<file path="src/rtl/decod_regfile_alu.sv">
// Operand-issue stage in front of the ALU: decodes RV32I R/I-type ALU ops,
// reads the register file with write-back bypass, tracks in-flight
// destinations in a busy scoreboard and presents operands from a registered
// valid/ready output stage.
module decod_regfile_alu #(
    parameter int unsigned XLEN = 32,
    parameter int unsigned NREG = 32
) (
    input  logic            clk,
    input  logic            rst_n,
    input  logic            inst_valid,
    input  logic [31:0]     inst,
    output logic            inst_ready,
    output logic [XLEN-1:0] rs1,
    output logic [XLEN-1:0] rs2,
    output logic [2:0]      sel,
    output logic [4:0]      rd_out,
    output logic            op_valid,
    input  logic            op_ready,
    input  logic            wb_en,
    input  logic [4:0]      wb_rd,
    input  logic [XLEN-1:0] wb_data,
    output logic            illegal
);

    typedef enum logic [2:0] {
        SEL_ADD = 3'd0,
        SEL_SUB = 3'd1,
        SEL_AND = 3'd2,
        SEL_OR  = 3'd3,
        SEL_XOR = 3'd4,
        SEL_SLL = 3'd5,
        SEL_SRL = 3'd6,
        SEL_SLT = 3'd7
    } alu_sel_e;

    typedef enum logic [6:0] {
        OPC_OP     = 7'b0110011,
        OPC_OP_IMM = 7'b0010011
    } opcode_e;

    // Instruction fields
    logic [6:0] opcode;
    logic [2:0] funct3;
    logic [6:0] funct7;
    logic [4:0] rs1_idx;
    logic [4:0] rs2_idx;
    logic [4:0] rd_idx;

    assign opcode  = inst[6:0];
    assign rd_idx  = inst[11:7];
    assign funct3  = inst[14:12];
    assign rs1_idx = inst[19:15];
    assign rs2_idx = inst[24:20];
    assign funct7  = inst[31:25];

    // Architectural state
    logic [XLEN-1:0] regs_q [NREG];
    logic [NREG-1:0] busy_q;
    logic [NREG-1:0] busy_d;

    // Output stage
    logic            op_valid_q, op_valid_d;
    logic [XLEN-1:0] rs1_q, rs1_d;
    logic [XLEN-1:0] rs2_q, rs2_d;
    alu_sel_e        sel_q, sel_d;
    logic [4:0]      rd_q, rd_d;
    logic            illegal_q, illegal_d;

    // Decode results
    logic     dec_legal;
    logic     dec_is_r;
    logic     dec_shift;
    alu_sel_e dec_sel;

    // Operand path
    logic [XLEN-1:0] src1_val;
    logic [XLEN-1:0] src2_val;
    logic [XLEN-1:0] imm_sext;
    logic [XLEN-1:0] imm_shamt;
    logic [XLEN-1:0] opb_val;

    // Handshake / hazard
    logic [NREG-1:0] wb_clr;
    logic [NREG-1:0] busy_set;
    logic [NREG-1:0] busy_eff;
    logic            hazard;
    logic            stage_free;
    logic            accept;
    logic            issue;
    logic            drop;

    // Decode opcode/funct3/funct7 into ALU select and legality
    always_comb begin
        dec_legal = 1'b0;
        dec_is_r  = 1'b0;
        dec_shift = 1'b0;
        dec_sel   = SEL_ADD;
        if (opcode == OPC_OP) begin
            dec_is_r = 1'b1;
            case (funct3)
                3'b000: begin
                    dec_legal = (funct7 == 7'h00) || (funct7 == 7'h20);
                    dec_sel   = funct7[5] ? SEL_SUB : SEL_ADD;
                end
                3'b111: begin dec_legal = (funct7 == 7'h00); dec_sel = SEL_AND; end
                3'b110: begin dec_legal = (funct7 == 7'h00); dec_sel = SEL_OR;  end
                3'b100: begin dec_legal = (funct7 == 7'h00); dec_sel = SEL_XOR; end
                3'b001: begin dec_legal = (funct7 == 7'h00); dec_sel = SEL_SLL; end
                3'b101: begin dec_legal = (funct7 == 7'h00); dec_sel = SEL_SRL; end
                3'b010: begin dec_legal = (funct7 == 7'h00); dec_sel = SEL_SLT; end
                default: dec_legal = 1'b0;
            endcase
        end else if (opcode == OPC_OP_IMM) begin
            case (funct3)
                3'b000: begin dec_legal = 1'b1; dec_sel = SEL_ADD; end
                3'b111: begin dec_legal = 1'b1; dec_sel = SEL_AND; end
                3'b110: begin dec_legal = 1'b1; dec_sel = SEL_OR;  end
                3'b100: begin dec_legal = 1'b1; dec_sel = SEL_XOR; end
                3'b010: begin dec_legal = 1'b1; dec_sel = SEL_SLT; end
                3'b001: begin
                    dec_legal = (funct7 == 7'h00);
                    dec_sel   = SEL_SLL;
                    dec_shift = 1'b1;
                end
                3'b101: begin
                    // funct7 0x20 here is SRAI, which this stage does not support
                    dec_legal = (funct7 == 7'h00);
                    dec_sel   = SEL_SRL;
                    dec_shift = 1'b1;
                end
                default: dec_legal = 1'b0;
            endcase
        end
    end

    // Source reads: x0 is zero, a same-cycle write-back bypasses the array
    always_comb begin
        if (rs1_idx == 5'd0) begin
            src1_val = '0;
        end else if (wb_en && (wb_rd == rs1_idx)) begin
            src1_val = wb_data;
        end else begin
            src1_val = regs_q[rs1_idx];
        end
        if (rs2_idx == 5'd0) begin
            src2_val = '0;
        end else if (wb_en && (wb_rd == rs2_idx)) begin
            src2_val = wb_data;
        end else begin
            src2_val = regs_q[rs2_idx];
        end
    end

    assign imm_sext  = {{(XLEN-12){inst[31]}}, inst[31:20]};
    assign imm_shamt = {{(XLEN-5){1'b0}}, rs2_idx};

    // Operand B: register for R-type, shift amount or sign-extended immediate otherwise
    always_comb begin
        if (dec_is_r) begin
            opb_val = src2_val;
        end else if (dec_shift) begin
            opb_val = imm_shamt;
        end else begin
            opb_val = imm_sext;
        end
    end

    // Scoreboard view: busy bits cleared by this cycle's write-back do not stall
    always_comb begin
        wb_clr   = '0;
        busy_set = '0;
        if (wb_en && (wb_rd != 5'd0)) begin
            wb_clr[wb_rd] = 1'b1;
        end
        if (issue && (rd_idx != 5'd0)) begin
            busy_set[rd_idx] = 1'b1;
        end
        busy_eff = busy_q & ~wb_clr;
        // set after clear so an issue to the register being written back stays busy
        busy_d   = busy_eff | busy_set;
    end

    // Only operands the instruction actually uses can raise a hazard
    assign hazard     = dec_legal &&
                        (busy_eff[rs1_idx] ||
                         (dec_is_r && busy_eff[rs2_idx]) ||
                         busy_eff[rd_idx]);
    assign stage_free = !op_valid_q || op_ready;
    assign inst_ready = stage_free && !hazard;
    assign accept     = inst_valid && inst_ready;
    assign issue      = accept && dec_legal;
    assign drop       = accept && !dec_legal;

    // Output stage next state: load on issue, empty on consume, otherwise hold
    always_comb begin
        op_valid_d = op_valid_q;
        rs1_d      = rs1_q;
        rs2_d      = rs2_q;
        sel_d      = sel_q;
        rd_d       = rd_q;
        illegal_d  = drop;
        if (issue) begin
            op_valid_d = 1'b1;
            rs1_d      = src1_val;
            rs2_d      = opb_val;
            sel_d      = dec_sel;
            rd_d       = rd_idx;
        end else if (op_ready) begin
            op_valid_d = 1'b0;
        end
    end

    // Output stage and illegal pulse registers
    always_ff @(posedge clk or negedge rst_n) begin
        if (!rst_n) begin
            op_valid_q <= 1'b0;
            rs1_q      <= '0;
            rs2_q      <= '0;
            sel_q      <= SEL_ADD;
            rd_q       <= '0;
            illegal_q  <= 1'b0;
        end else begin
            op_valid_q <= op_valid_d;
            rs1_q      <= rs1_d;
            rs2_q      <= rs2_d;
            sel_q      <= sel_d;
            rd_q       <= rd_d;
            illegal_q  <= illegal_d;
        end
    end

    // Busy scoreboard register
    always_ff @(posedge clk or negedge rst_n) begin
        if (!rst_n) begin
            busy_q <= '0;
        end else begin
            busy_q <= busy_d;
        end
    end

    // Register file write port; x0 is never written
    always_ff @(posedge clk or negedge rst_n) begin
        if (!rst_n) begin
            for (int unsigned i = 0; i < NREG; i++) begin
                regs_q[i] <= '0;
            end
        end else if (wb_en && (wb_rd != 5'd0)) begin
            regs_q[wb_rd] <= wb_data;
        end
    end

    assign op_valid = op_valid_q;
    assign rs1      = rs1_q;
    assign rs2      = rs2_q;
    assign sel      = sel_q;
    assign rd_out   = rd_q;
    assign illegal  = illegal_q;

endmodule

</file>
<file path="config.mk">
export PLATFORM = sky130hd
export DESIGN_NAME = decod_regfile_alu
export DESIGN_NICKNAME = d
export VERILOG_FILES = /design/src/rtl/decod_regfile_alu.sv
export SDC_FILE = /design/constraint.sdc
export NUM_CORES = 2
export LEC_CHECK = 0
export ABC_CLOCK_PERIOD_IN_PS = 6900
export CAP_MARGIN = 10
export CORE_MARGIN = 10
export CORE_UTILIZATION = 50
export DETAILED_ROUTE_END_ITERATION = 16
export PLACE_DENSITY_LB_ADDON = 0.05
export SETUP_SLACK_MARGIN = 0.2
export SYNTH_ARGS = -nofsm -noshare
export SYNTH_HDL_FRONTEND = slang
export SYNTH_SLANG_ARGS = --single-unit
</file>
<file path="constraint.sdc">
create_clock -name clk -period 6.9 [get_ports clk]
set_input_delay 1.035 -clock clk [delete_from_list [all_inputs] [get_ports clk]]
set_output_delay 1.035 -clock clk [all_outputs]
set_load 0.01 [all_outputs]
</file>
; ---- Yosys cells after proc, flatten, opt, wreduce, memory -nomap -nowiden
; Cells that the tools add are included.
[totals]
register_bits = 1130
latchBits = 0
mem_bits_rw = 0
mem_bits_ro = 0
inputBits = 74
word_cells = 138
memories = 0
[classes]
n_addsub = 0
multipliers = 0
div_mod_pow = 0
order_cmp = 10
n_eq_ne = 11
shift = 0
muxes = 42
n_bitwise = 6
reduce_logical = 30
[ops]
columns = operator, n
row1 = 1024-bit bitwise mux, 1
row2 = 32-bit two-way mux, 13
row3 = 32-bit binary-select mux with 5-bit select, 2
row4 = 32-bit demux with 5-bit select, 1
row5 = 32-bit AND, 1
row6 = 32-bit inverter, 1
row7 = 32-bit bitwise OR, 1
row8 = 5-bit by 6-bit less-than comparator with 1-bit output (second input constant), 4
row9 = 3-bit one-hot mux with 7 select lines, 1
row10 = 6-bit >= comparator (second input constant), 3
row11 = 5-bit inverter with 6-bit output, 3
row12 = 3-bit one-hot mux with 6 select lines, 1
row13 = 1-bit binary-select mux with 5-bit select, 3
row14 = 7-bit by 6-bit == test with 1-bit output (second input constant), 2
row15 = 1-bit two-way mux, 14
row16 = 1-bit logical AND, 13
row17 = 3-bit == test (second input constant), 4
row18 = 1-bit demux with 5-bit select, 2
row19 = 5-bit == test, 2
row20 = 5-bit by 1-bit >= comparator with 1-bit output (second input constant), 2
row21 = 5-bit zero test, 2
row22 = 5-bit nonzero test, 2
row23 = 7-bit by 5-bit == test with 1-bit output (second input constant), 1
row24 = 7-bit zero test, 1
row25 = 12 further kinds, 19

; ---- Logic depth before layout (Yosys ltp)
[logic_depth]
word_depth = 20
ltp_mapped = 13

; ---- Worst setup path before layout
; OpenSTA, ideal clock, no wires.
[synth_path]
path_kind = input to output
startpoint = in wb_rd[1]
endpoint = out inst_ready
t_arrival_ns = 2.919
required_time_ns = 5.865
slack_ns = 2.946
cell_stages = 11
cell_sequence = buf_2 nand2b_4 buf_6 or2_1 buf_2 a31oi_1 o21ai_1 and4_1 a2111oi_2 a21oi_1 a21oi_1
[synth_via]
elab_chain_cells = 15
elab_cells_between_ends = 22
cone_classes = order compare (2) / mux (9) / bitwise (2) / reduce/logical (9)
[synth_lines]
columns = element, line_no
row1 = "start, declared", 21  ; input logic [4:0] wb_rd,
row2 = 5-bit by 6-bit less-than comparator with 1-bit output (implied by the code) / 5-bit by 1-bit >= comparator with 1-bit output (equally long branches), 174  ; wb_clr[wb_rd] = 1'b1;
row3 = 1-bit logical AND (implied by the code), 174
row4 = 1-bit two-way mux (implied by the code), 174
row5 = 1-bit demux with 5-bit select, 174
row6 = 32-bit two-way mux *, 173  ; if (wb_en && (wb_rd != 5'd0)) begin
row7 = 32-bit inverter *, 179  ; busy_eff = busy_q & ~wb_clr;
row8 = 32-bit AND *, 179
row9 = 1-bit binary-select mux with 5-bit select, 187  ; (dec_is_r && busy_eff[rs2_idx]) ||
row10 = 1-bit two-way mux (implied by the code), 187
row11 = 1-bit logical AND, 187
row12 = 1-bit logical OR, 186  ; (busy_eff[rs1_idx] ||
row13 = 1-bit logical OR *, 187
row14 = 1-bit logical AND *, 185  ; assign hazard = dec_legal &&
row15 = 1-bit zero test *, 190  ; assign inst_ready = stage_free && !hazard;
row16 = 1-bit logical AND *, 190
row17 = "end, declared", 13  ; output logic inst_ready,
; Every way passes the cells marked *; elsewhere a longest branch is shown, timed or not. The select of a mux whose other input is x is not followed.

; ---- Worst setup path after layout
[layout_path]
startpoint = in wb_rd[3]
endpoint = out inst_ready
; The elaborated chain is that of the path after synthesis.

==> results.sh <==
export IMPL_clockBufferDepth=3
export IMPL_wire_per_inst_um=32.7
export IMPL_worstReg2RegEnd="rs2[11]"
export IMPL_period_share_pct=87.2
export IMPL_area_growth_pct=12.0
export IMPL_cts_made_buffers=132
export IMPL_fmax_mhz=166
export IMPL_r2r_start="busy_q[7]"
export IMPL_routed_top_layer="met5"
export IMPL_worst_path_max_fanout=11
export IMPL_core_area_sq_mm=0.120
export IMPL_hold_path_class="input pin to async pin"
export IMPL_maxCapViolCount=0
export IMPL_setup_tns_ps=0
export IMPL_finalCriticalPeriod_ps=6010
export IMPL_cp_end_kind="output pin"
export IMPL_p_sw_mw=5.22
export IMPL_synth_simple_area_share_pct=3.21
export IMPL_root_buffer="clkbuf_16"
export IMPL_met3WireLength_um=14600
export IMPL_power_leakage_nw=29.8
export IMPL_worst_pin_slew_ps=1260
export IMPL_fp_row_count=127
export IMPL_swShare_pct=26.7
export IMPL_dr_pass1_iters=6
export IMPL_r2r_cells=8
export IMPL_grt_overflow_total=0
export IMPL_comb_power_share_pct=18.6
export IMPL_place_gp_congestion=0.868
export IMPL_mostFrequentLayoutCells="dfrtp_1, mux2_2, mux2i_1"
export IMPL_finalHoldViolations=0
export IMPL_critPathRequiredTime_ps=5860
export IMPL_port_buffers=148
export IMPL_grt_use_total_pct=29.2
export IMPL_start_kind="input pin"
export IMPL_synthXorXnorAreaFrac_pct=0.158
export IMPL_p_per_area_mw_per_mm2=287
export IMPL_ctsResizeCount=0
export IMPL_synth_adder_area_share_pct=0
export IMPL_vias=41572
export IMPL_avgViaCountPerCell=6.76
export IMPL_slew_headroom_pct=15.9
export IMPL_yosysWarningCount=0
export IMPL_dp_final_hpwl_um=106000
export IMPL_synth_cells=4553
export IMPL_skew_ps=20.7
export IMPL_p_int_mw=14.4
export IMPL_path_class="input pin to output pin"
export IMPL_dieArea_sq_mm=0.136
export IMPL_fin_hold_ws_ps=326
export IMPL_drc=0
export IMPL_synth_edf_count=0
export IMPL_dieWidth_um=369
export IMPL_drive_above_1_share_pct=38.5
export IMPL_synth_mux_area_fraction_pct=38.9
export IMPL_antenna_found_initial=4
export IMPL_post_cts_setup_buffers=0
export IMPL_syn_num_nets=4627
export IMPL_synth_seq_cells=1130
export IMPL_synthDistinctLibCells=71
export IMPL_avgSynthCellArea_sq_um=13.4
export IMPL_arrival_ps=4980
export IMPL_vdd_drop_max_uv=246
export IMPL_status="finished clean"
export IMPL_synth_top_family_by_area="multiplexers"
export IMPL_fill_cells=9996
export IMPL_drtIter0Drc=3943
export IMPL_multi_input_area_sq_mm=0.0308
export IMPL_cts_sinks=1130
export IMPL_maxSlewViolCount=0
export IMPL_dieHeight_um=369
export IMPL_wirelength_um=201000
export IMPL_routed_wl_met2_um=89900
export IMPL_async_flop_share_pct=100
export IMPL_start_util_pct=50.6
export IMPL_clkPwrFrac_pct=37.4
export IMPL_ant_nets=0
export IMPL_seq_area_frac_synth_pct=46.4
export IMPL_cts_tree="yes"
export IMPL_pwr_share_seq_pct=44.0
export IMPL_grt_max_degree=176
export IMPL_clock_latency_ps=750
export IMPL_io_pins=149
export IMPL_setup_viol=0
export IMPL_layout_nets=4515
export IMPL_met1Wirelength_um=89200
export IMPL_path_clk_slew_ps=60
export IMPL_synth_ff_type="dfrtp_1"
export IMPL_regArea_sq_mm=0.0283
export IMPL_postCtsHoldBufs=0
export IMPL_rsz0062_at_grt="false"
export IMPL_final_common_cell="dfrtp_1"
export IMPL_grt_pass1_wl_um=296000
export IMPL_synth_compound_area_share_pct=7.80
export IMPL_htreeDepth=4
export IMPL_r2r_slack_ps=3540
export IMPL_diodes=0
export IMPL_grt_pass1_vias=41800
export IMPL_syn_cell_area_sq_mm=0.0609
[critical path, cell delays in order]
cell	delay [ps]
clkdlybuf4s50_1	770
nand4b_1	700
o21ai_0	580
mux2i_1	130
o21ai_0	230
o31ai_1	110
nor4_2	480
a21oi_1	200
a21oi_1	170
clkdlybuf4s50_1	560
[cell families after synthesis]
group,Yosys count
AOI/OAI and AO/OA,673
xor gates and xnor gates,11
and+or+nand+nor,421
muxes,1804
buffers and inverters,514
DFF,1130
[final cells by class]
type                    instances  share of cell area, %
well taps                    1612                   2.96
clock inverters                26                  0.655
flip-flops and latches       1130                   41.5
inverters                       8                 0.0477
clock buffers                 205                   5.97
repair buffers                260                   3.82
multi-input cells            2909                   45.1
[Yosys cell counts (all sizes together) (3+ instances only)]
cell / n / area, sq um
or2: 14 / 90.1
buf: 155 / 785
nand4bb: 3 / 33.8
mux2i: 436 / 4360
o22ai: 11 / 68.8
nand2: 168 / 631
nand4: 4 / 25.0
and3: 5 / 31.3
a21oi: 67 / 335
a211oi: 11 / 82.6
nor2: 127 / 479
a32oi: 3 / 26.3
and2: 7 / 43.8
dfrtp: 1130 / 28300
nand2b: 7 / 53.8
and3b: 3 / 26.3
nand4b: 3 / 38.8
nor4: 6 / 43.8
inv: 7 / 26.3
nor4b: 3 / 41.3
nor3b: 4 / 30.0
a221oi: 194 / 1700
mux2: 1035 / 11800
mux4: 333 / 7500
o21ai: 161 / 810
nor3: 11 / 55.1
o21bai: 11 / 82.6
nand3: 33 / 170
o211ai: 61 / 458
clkbuf: 351 / 1320
a22oi: 128 / 961
xor2: 9 / 78.8
o2111ai: 11 / 96.3
nor2b: 15 / 93.8
[power groups by stage]
stage	clock network (mW)	registers [mW]	logic [mW]
after global placement	0	8.64	3.56
after floorplan	0	8.46	2.74
after CTS	7.44	8.59	3.63
final	7.32	8.62	3.64
after global routing	7.71	8.77	3.93
after detailed placement	0	8.70	3.63
[per-stage QoR]
stage	instances	utilization (%)	power, mW	cell area, sq um	setup slack, ps
finish	6150	56.6	19.6	68200	886
global route	6150	56.6	20.4	68200	606
CTS	6149	56.6	19.7	68200	936
detailed placement	5918	52.9	12.3	63700	940
global placement	5918	52.9	12.2	63700	988
floorplan	4553	-	11.2	60900	2950
[registers in the layout, summed over array words and instances (netlist names)]
register  flops
regs_q     1024
busy_q       32
rs1          32
rs2          32
rd_out        5
sel           3
illegal       1
op_valid      1
[routing by layer]
layer  vias to the layer above  global-route usage (%)
met5                         -                       0
met1                     22309                    42.0
met3                       371                    5.50
li1                      17177                       -
met2                      1711                    44.1
met4                         4                    10.2
[how the worst max path moves through the flow]
stage,from,endpoint,slack [ps]
floorplan,wb_rd[1],inst_ready,2950
global placement,wb_rd[3],inst_ready,990
detailed placement,wb_rd[4],inst_ready,940
CTS,wb_en,inst_ready,940
global route,wb_rd[3],inst_ready,610
finish,wb_rd[3],inst_ready,890
No activity file was read; power rests on OpenSTA's default activity.
